`src/rtl/jtkunio_rom_pkg.sv`:
```
// jtkunio_rom_pkg
//   Shared definitions for the video ROM arbiter: slot indices, the arbiter
//   state encoding, the default SDRAM word offsets of each ROM region, and
//   the debug view of the arbiter exported by the top level.
package jtkunio_rom_pkg;

  localparam logic [1:0] SLOT_CHAR = 2'd0;
  localparam logic [1:0] SLOT_SCR  = 2'd1;
  localparam logic [1:0] SLOT_OBJ  = 2'd2;

  typedef enum logic [1:0] {
    ST_IDLE = 2'd0,
    ST_REQ  = 2'd1,
    ST_WAIT = 2'd2
  } arb_state_e;

  localparam logic [21:0] DEF_CHAR_OFFSET = 22'h00000;
  localparam logic [21:0] DEF_SCR_OFFSET  = 22'h04000;
  localparam logic [21:0] DEF_OBJ_OFFSET  = 22'h24000;

  // Arbiter internals made visible for checkers and debug.
  typedef struct packed {
    arb_state_e state;
    logic [1:0] gnt;
    logic [1:0] rr;
    logic [2:0] hit;
  } arb_dbg_t;

  // Next slot index in the 0 -> 1 -> 2 -> 0 ring.
  function automatic logic [1:0] slot_inc(input logic [1:0] s);
    return (s == SLOT_OBJ) ? SLOT_CHAR : s + 2'd1;
  endfunction

endpackage

```
`src/rtl/jtkunio_rom_slot.sv`:
```
// jtkunio_rom_slot
//   One-entry cache for a single ROM requester. Holds the last fetched word
//   and its address; a matching request is served without an SDRAM access.
//   Ports:
//     clk, rst_n    clock, asynchronous active-low reset
//     cs_i, addr_i  requester select and word address
//     fill_i        write strobe from the arbiter (fetch for this slot done)
//     fill_addr_i   address the completed fetch was issued for
//     fill_data_i   word returned by SDRAM
//     hit_o         cached entry matches addr_i
//     pend_o        requester active and missing -> needs a fetch
//     ok_o          requester active and hitting -> data_o is valid
//     data_o        stored word, presented at all times
module jtkunio_rom_slot #(
  parameter int AW = 14
) (
  input  logic          clk,
  input  logic          rst_n,
  input  logic          cs_i,
  input  logic [AW-1:0] addr_i,
  input  logic          fill_i,
  input  logic [AW-1:0] fill_addr_i,
  input  logic [31:0]   fill_data_i,
  output logic          hit_o,
  output logic          pend_o,
  output logic          ok_o,
  output logic [31:0]   data_o
);

  logic [AW-1:0] last_addr_q, last_addr_d;
  logic          valid_q, valid_d;
  logic [31:0]   data_q, data_d;

  // Combinational compare: ok drops in the same cycle the address moves off
  // the cached entry.
  assign hit_o  = valid_q & (addr_i == last_addr_q);
  assign pend_o = cs_i & ~hit_o;
  assign ok_o   = cs_i & hit_o;
  assign data_o = data_q;

  always_comb begin
    last_addr_d = last_addr_q;
    valid_d     = valid_q;
    data_d      = data_q;
    if (fill_i) begin
      last_addr_d = fill_addr_i;
      valid_d     = 1'b1;
      data_d      = fill_data_i;
    end
  end

  always_ff @(posedge clk or negedge rst_n) begin
    if (!rst_n) begin
      last_addr_q <= '0;
      valid_q     <= 1'b0;
      data_q      <= '0;
    end else begin
      last_addr_q <= last_addr_d;
      valid_q     <= valid_d;
      data_q      <= data_d;
    end
  end

endmodule

```
`src/rtl/jtkunio_rom_arb.sv`:
```
// jtkunio_rom_arb
//   Shares one SDRAM read port among the char, scroll and object ROM
//   fetchers. Each fetcher has a one-entry cache (jtkunio_rom_slot); misses
//   are granted round-robin and fetched one at a time.
//   Ports:
//     clk, rst_n                     clock, asynchronous active-low reset
//     char_cs/addr -> char_ok/data   char ROM requester (14-bit address)
//     scr_cs/addr  -> scr_ok/data    scroll ROM requester (17-bit address)
//     obj_cs/addr  -> obj_ok/data    object ROM requester (18-bit address)
//     sdram_req/addr                 read request, held until sdram_ack
//     sdram_ack                      controller accepted the request
//     sdram_dst/din                  read data strobe and word
//     dbg_o                          state, grant, rr pointer and slot hits
//
//   Handshake: sdram_req is a valid signal whose payload sdram_addr is
//   frozen while it is high; the cycle with sdram_req & sdram_ack is the
//   transfer. Afterwards the first sdram_dst carries the data. sdram_dst
//   outside that window is ignored.
module jtkunio_rom_arb
  import jtkunio_rom_pkg::*;
#(
  parameter logic [21:0] CHAR_OFFSET = DEF_CHAR_OFFSET,
  parameter logic [21:0] SCR_OFFSET  = DEF_SCR_OFFSET,
  parameter logic [21:0] OBJ_OFFSET  = DEF_OBJ_OFFSET
) (
  input  logic        clk,
  input  logic        rst_n,
  input  logic        char_cs,
  input  logic [13:0] char_addr,
  output logic        char_ok,
  output logic [31:0] char_data,
  input  logic        scr_cs,
  input  logic [16:0] scr_addr,
  output logic        scr_ok,
  output logic [31:0] scr_data,
  input  logic        obj_cs,
  input  logic [17:0] obj_addr,
  output logic        obj_ok,
  output logic [31:0] obj_data,
  output logic        sdram_req,
  output logic [21:0] sdram_addr,
  input  logic        sdram_ack,
  input  logic        sdram_dst,
  input  logic [31:0] sdram_din,
  output arb_dbg_t    dbg_o
);

  arb_state_e  state_q, state_d;
  logic [1:0]  gnt_q, gnt_d;
  logic [1:0]  rr_q, rr_d;
  logic [21:0] cur_addr_q, cur_addr_d;
  // Raw requester address of the fetch in flight; written into the slot on
  // completion even if the requester has moved on meanwhile.
  logic [17:0] cap_addr_q, cap_addr_d;

  logic [2:0]  hit, pend;
  logic        fill;
  logic [1:0]  c0, c1, c2, sel;
  logic [17:0] sel_addr;
  logic [21:0] sel_off;

  // Cache slots
  jtkunio_rom_slot #(.AW(14)) u_char (
    .clk(clk), .rst_n(rst_n), .cs_i(char_cs), .addr_i(char_addr),
    .fill_i(fill && gnt_q == SLOT_CHAR), .fill_addr_i(cap_addr_q[13:0]),
    .fill_data_i(sdram_din), .hit_o(hit[0]), .pend_o(pend[0]),
    .ok_o(char_ok), .data_o(char_data)
  );

  jtkunio_rom_slot #(.AW(17)) u_scr (
    .clk(clk), .rst_n(rst_n), .cs_i(scr_cs), .addr_i(scr_addr),
    .fill_i(fill && gnt_q == SLOT_SCR), .fill_addr_i(cap_addr_q[16:0]),
    .fill_data_i(sdram_din), .hit_o(hit[1]), .pend_o(pend[1]),
    .ok_o(scr_ok), .data_o(scr_data)
  );

  jtkunio_rom_slot #(.AW(18)) u_obj (
    .clk(clk), .rst_n(rst_n), .cs_i(obj_cs), .addr_i(obj_addr),
    .fill_i(fill && gnt_q == SLOT_OBJ), .fill_addr_i(cap_addr_q),
    .fill_data_i(sdram_din), .hit_o(hit[2]), .pend_o(pend[2]),
    .ok_o(obj_ok), .data_o(obj_data)
  );

  function automatic logic pend_at(input logic [2:0] p, input logic [1:0] s);
    case (s)
      SLOT_CHAR: return p[0];
      SLOT_SCR:  return p[1];
      default:   return p[2];
    endcase
  endfunction

  // Round-robin pick: first pending slot in the order rr, rr+1, rr+2.
  assign c0 = rr_q;
  assign c1 = slot_inc(c0);
  assign c2 = slot_inc(c1);

  always_comb begin
    sel = c2;
    if (pend_at(pend, c0))      sel = c0;
    else if (pend_at(pend, c1)) sel = c1;
  end

  always_comb begin
    sel_addr = obj_addr;
    sel_off  = OBJ_OFFSET;
    case (sel)
      SLOT_CHAR: begin
        sel_addr = {4'b0, char_addr};
        sel_off  = CHAR_OFFSET;
      end
      SLOT_SCR: begin
        sel_addr = {1'b0, scr_addr};
        sel_off  = SCR_OFFSET;
      end
      default: ;
    endcase
  end

  // FSM next state
  always_comb begin
    state_d    = state_q;
    gnt_d      = gnt_q;
    rr_d       = rr_q;
    cur_addr_d = cur_addr_q;
    cap_addr_d = cap_addr_q;
    fill       = 1'b0;
    case (state_q)
      ST_IDLE: begin
        if (|pend) begin
          gnt_d      = sel;
          cur_addr_d = sel_off + {4'b0, sel_addr};
          cap_addr_d = sel_addr;
          state_d    = ST_REQ;
        end
      end
      ST_REQ: begin
        // A data strobe coinciding with the ack belongs to no fetch yet.
        if (sdram_ack) begin
          rr_d    = slot_inc(gnt_q);
          state_d = ST_WAIT;
        end
      end
      ST_WAIT: begin
        if (sdram_dst) begin
          fill    = 1'b1;
          state_d = ST_IDLE;
        end
      end
      default: state_d = ST_IDLE;
    endcase
  end

  always_ff @(posedge clk or negedge rst_n) begin
    if (!rst_n) begin
      state_q    <= ST_IDLE;
      gnt_q      <= SLOT_CHAR;
      rr_q       <= SLOT_CHAR;
      cur_addr_q <= '0;
      cap_addr_q <= '0;
    end else begin
      state_q    <= state_d;
      gnt_q      <= gnt_d;
      rr_q       <= rr_d;
      cur_addr_q <= cur_addr_d;
      cap_addr_q <= cap_addr_d;
    end
  end

  // cur_addr_q only changes in IDLE, so the address is stable under req.
  assign sdram_req  = (state_q == ST_REQ);
  assign sdram_addr = cur_addr_q;

  assign dbg_o.state = state_q;
  assign dbg_o.gnt   = gnt_q;
  assign dbg_o.rr    = rr_q;
  assign dbg_o.hit   = hit;

endmodule

```
`config.mk`:
```
export PLATFORM = sky130hd
export DESIGN_NAME = jtkunio_rom_arb
export DESIGN_NICKNAME = d
export VERILOG_FILES = /design/src/rtl/jtkunio_rom_pkg.sv /design/src/rtl/jtkunio_rom_slot.sv /design/src/rtl/jtkunio_rom_arb.sv
export SDC_FILE = /design/constraint.sdc
export NUM_CORES = 1
export LEC_CHECK = 0
export ABC_AREA = 1
export CAP_MARGIN = 20
export CELL_PAD_IN_SITES_DETAIL_PLACEMENT = 1
export CELL_PAD_IN_SITES_GLOBAL_PLACEMENT = 2
export CORE_MARGIN = 4
export CORE_UTILIZATION = 28
export DETAILED_ROUTE_END_ITERATION = 16
export PLACE_DENSITY = 0.85
export SLEW_MARGIN = 10
export SYNTH_ARGS = -nofsm -noshare
export SYNTH_HDL_FRONTEND = slang
export SYNTH_SLANG_ARGS = --single-unit
```
`constraint.sdc`:
```
create_clock -name clk -period 2.68 [get_ports clk]
set_input_delay 0.402 -clock clk [delete_from_list [all_inputs] [get_ports clk]]
set_output_delay 0.402 -clock clk [all_outputs]
set_load 0.01 [all_outputs]
```
==> metrics list <==
- Pins Over Slew Limit: 0
* Crit path DAT: 2.94 ns
- Counting flops with a built-in enable in the synthesized netlist gives 0.
- Antenna violation net count after detailed routing: 0
- Number of iterations in the first detailed-routing pass: 4
* Total CTS buffers: 17
- Entering global routing, the biggest net connects 60 pins.
* Sort of element at the start of the critical path: input pin
- Yosys attributes the largest share of cell area to sky130_fd_sc_hd__dfrtp_1 54%, sky130_fd_sc_hd__nand2_1 17%, sky130_fd_sc_hd__inv_1 4.6%.
- Global-route usage over all layers: 18.0%
- On the final layout, the worst clock skew is 0.0155 ns.
* Fraction of synthesis flops using an asynchronous set or reset pin: 100%
* Vias in the first global route: 8074
- In the final routed layout, each cell accounts on average for 17.6 um.
* Post-layout util: 41.6%
- Ant diodes: 0
- Max-capacitance violation count: 0
- After synthesis, flip-flops and latches occupy 53.6% of the total area.
* Highest-count cells in the layout ignoring fill and taps: 372 x sky130_fd_sc_hd__nand2_1, 206 x sky130_fd_sc_hd__clkdlybuf4s50_1, 177 x sky130_fd_sc_hd__dfrtp_1
* I/O pin count: 219
- Layout net count: 1338
- Data required time at the worst endpoint: 3.00 ns
* Biggest fanout along the worst timing path: 6
- Proportion of layout cells with a drive suffix above 1: 16.6%
- Die Outline Area: 32300 um^2
- Combined area of all synthesized cells: 8270 um^2
- Vias per cell: 4.47
* Routability cong.: 0.878
- Power per unit of standard cell area: 1110 nW/um^2
- The cell count after synthesis came out at 975.
* Library cell with the largest summed area after synthesis: sky130_fd_sc_hd__dfrtp_1
* Syn avg cell area: 8.48 um^2
- The first global-routing pass estimated 46200 um of wire.
* Final setup violation count: 0
* Worst Hold Slack: 0.469 ns
* Reg-to-reg slack, setup: 0.15 ns
* Syn. warnings: 0
- For the worst-skew pair, the clock arrives at the later sink with an insertion delay of 0.44 ns.
- Most used flip-flop cell after synthesis: sky130_fd_sc_hd__dfrtp_1
- Final setup margin: 0.0618 ns
* RSZ-0062 raised after global routing: true
- In this run the horizontal extent of the chip is 180 um.
- Prior to clock tree synthesis, the placed netlist has a worst setup slack of -0.407 ns.
* Port-buffer cells: 215
- Dpl cell area: 11300 um^2
* Area growth from synthesis to final layout: 45.6%
- Initial core utilization: 28.6%
- Synthesis inferred 177 register bits.
* Headroom to the max-slew limit: 59.2%
* Unique cell type count in the Yosys netlist: 46
* IR Drop Worst-Case VDD: 0.461 mV
- Clock-pin slew was measured on the worst setup and hold paths at 0.07 ns.
- For the pin with the worst max-slew slack, the measured transition is 0.612 ns.
- Drt initial violations: 327
- Leakage dissipation: 0.00590 uW
- After synthesis, the largest area contributor takes up 53.6% of total cell area.
- Site Rows: 62
- STA classifies the critical path endpoint as a flop.
* Fin area: 12000 um^2
- Final-report hold violation count: 0
* DRC violation count after routing: 0
- The clock passes through at most 2 buffers.
- The routed design has 29000 um of wire.
- Area inside the core boundary: 28900 um^2
- Counting every sink on the clock net gives 177.
* Outcome: completed
- Vertical extent of the die: 180 um
- The library cell used most frequently in the layout, excluding fill and tap cells, is sky130_fd_sc_hd__nand2_1.
- CTS Root Buffer Type: sky130_fd_sc_hd__clkbuf_16
- Type of the tightest min-delay check: reg -> reg
- The initial antenna violation count came to 1.
- CTS tree: yes
- For this block, the via count after detailed routing is 7349.
- Max Fclk: 382 MHz
- CTS built an H-tree with a depth of 4.
* WS Path Type: in -> reg
* Aggregate global routing overflow: 0
- Total power for the finished layout comes to 13400 uW.
- Final period demand of the worst path: 2.62 ns
- Of the available clock period, the critical path in the final layout requires 97.7%.
- HPWL reported at the end of detailed placement: 21300 um
where the power goes:
group / switching [uW] / internal [uW]
Sequential: 863 / 3880
Clock: 1220 / 1240
Combinational: 3110 / 3040
synthesized netlist by cell type (2+ instances only):
| master | instances |
|---|---|
| sky130_fd_sc_hd__nand2_1 | 377 |
| sky130_fd_sc_hd__o22ai_1 | 13 |
| sky130_fd_sc_hd__nor2_1 | 50 |
| sky130_fd_sc_hd__inv_1 | 101 |
| sky130_fd_sc_hd__nand3_1 | 14 |
| sky130_fd_sc_hd__nand3_2 | 5 |
| sky130_fd_sc_hd__nand3_4 | 2 |
| sky130_fd_sc_hd__buf_2 | 2 |
| sky130_fd_sc_hd__a32oi_2 | 3 |
| sky130_fd_sc_hd__ha_1 | 2 |
| sky130_fd_sc_hd__o21ai_0 | 66 |
| sky130_fd_sc_hd__a21oi_1 | 14 |
| sky130_fd_sc_hd__clkinv_1 | 2 |
| sky130_fd_sc_hd__mux2_2 | 30 |
| sky130_fd_sc_hd__xor2_1 | 4 |
| sky130_fd_sc_hd__or2_2 | 2 |
| sky130_fd_sc_hd__dfrtp_1 | 177 |
| sky130_fd_sc_hd__xnor2_1 | 5 |
| sky130_fd_sc_hd__o21ai_2 | 4 |
| sky130_fd_sc_hd__inv_2 | 3 |
| sky130_fd_sc_hd__buf_4 | 21 |
| sky130_fd_sc_hd__nand2_2 | 10 |
| sky130_fd_sc_hd__nand4_1 | 9 |
| sky130_fd_sc_hd__o21bai_1 | 3 |
| sky130_fd_sc_hd__nand2_4 | 2 |
| sky130_fd_sc_hd__nor3_1 | 3 |
| sky130_fd_sc_hd__a31oi_1 | 3 |
| sky130_fd_sc_hd__o21ai_1 | 4 |
| sky130_fd_sc_hd__clkbuf_1 | 27 |
path summary, 6_finish.rpt:
| check | cells after the start | to | startpoint |
|---|---|---|---|
| max reg2reg | 17 | sdram_addr[16]$_DFFE_PN0P_ | u_char.last_addr_q[1]$_DFFE_PN0P_ |
| max in group asynchronous | 3 | u_scr.last_addr_q[6]$_DFFE_PN0P_ | rst_n |
| max | 20 | sdram_addr[16]$_DFFE_PN0P_ | scr_addr[7] |
| min in group asynchronous | 2 | u_scr.data_o[10]$_DFFE_PN0P_ | rst_n |
| min reg2reg | 2 | u_scr.data_o[11]$_DFFE_PN0P_ | u_scr.data_o[11]$_DFFE_PN0P_ |
| min | 2 | u_scr.data_o[11]$_DFFE_PN0P_ | u_scr.data_o[11]$_DFFE_PN0P_ |
registers in the layout, summed over array words and instances, names as in the netlist:
name	flops
u_scr.valid_q	1
cap_addr_q	18
state_q	2
c0	2
u_scr.data_o	32
u_char.data_o	32
gnt_q	2
u_scr.last_addr_q	17
u_obj.last_addr_q	18
sdram_addr	5
u_obj.valid_q	1
u_obj.data_o	32
u_char.valid_q	1
u_char.last_addr_q	14
metal layers:
metal	share of wire [%]	GRT usage, %	wire length [um]	up-vias
met1	42	22.0	12300	3570
met5	0.045	0	13	-
met2	49	30.4	14200	177
li1	-	-	-	3570
met4	1.6	4.97	475	2
met3	7.1	6.45	2050	30
cells by family after synthesis:
group                    share of synthesized area, %
AND/OR/NAND/NOR                                  24.3
flip-flops                                       53.6
buffers and inverters                            8.45
AO/OA/AOI/OAI                                    8.33
multiplexers                                     4.09
XOR/XNOR                                        0.954
adder cells (fa/ha/maj)                         0.303
other                                          0.0454
cell type report:
class | instances | area, um^2
clock inverter | 14 | 141
multi-input combinational | 641 | 3250
timing repair buffer | 304 | 2910
tap | 384 | 480
sequential | 177 | 4430
fill | 3417 | 16900
inverter | 107 | 403
clock buffer | 18 | 429
stage by stage:
step                setup TNS, ns  cells
CTS                             0   1642
detailed placement          -5.67   1608
floorplan                       0    977
global placement            -4.06   1608
global route              -0.0773   1645
finish                          0   1645
worst max-delay path, cell delays in order:
cell                              delay, ns
sky130_fd_sc_hd__clkdlybuf4s50_1       0.50
sky130_fd_sc_hd__inv_1                 0.07
sky130_fd_sc_hd__nand2_2               0.08
sky130_fd_sc_hd__nand2_1               0.06
sky130_fd_sc_hd__nor2_1                0.12
sky130_fd_sc_hd__nand2_1               0.08
sky130_fd_sc_hd__nor2_2                0.12
sky130_fd_sc_hd__nand3_2               0.11
sky130_fd_sc_hd__buf_4                 0.16
sky130_fd_sc_hd__nand3_2               0.07
sky130_fd_sc_hd__nand2_2               0.06
sky130_fd_sc_hd__clkinv_2              0.09
sky130_fd_sc_hd__nand3_4               0.09
sky130_fd_sc_hd__nand2_4               0.10
sky130_fd_sc_hd__buf_4                 0.16
sky130_fd_sc_hd__nand3_1               0.14
sky130_fd_sc_hd__nand2_2               0.13
sky130_fd_sc_hd__ha_2                  0.21
sky130_fd_sc_hd__xnor2_1               0.12
sky130_fd_sc_hd__o21ai_1               0.07
repair_timing:
action,in CTS,in global routing
buffers inserted,1,3
pin swaps,3,4
hold buffers,1,0
endpoints found under the hold margin,56,0
gates resized for setup,14,17
setup endpoints to repair,6,13
Note: power is estimated with default switching activity, not from simulation.
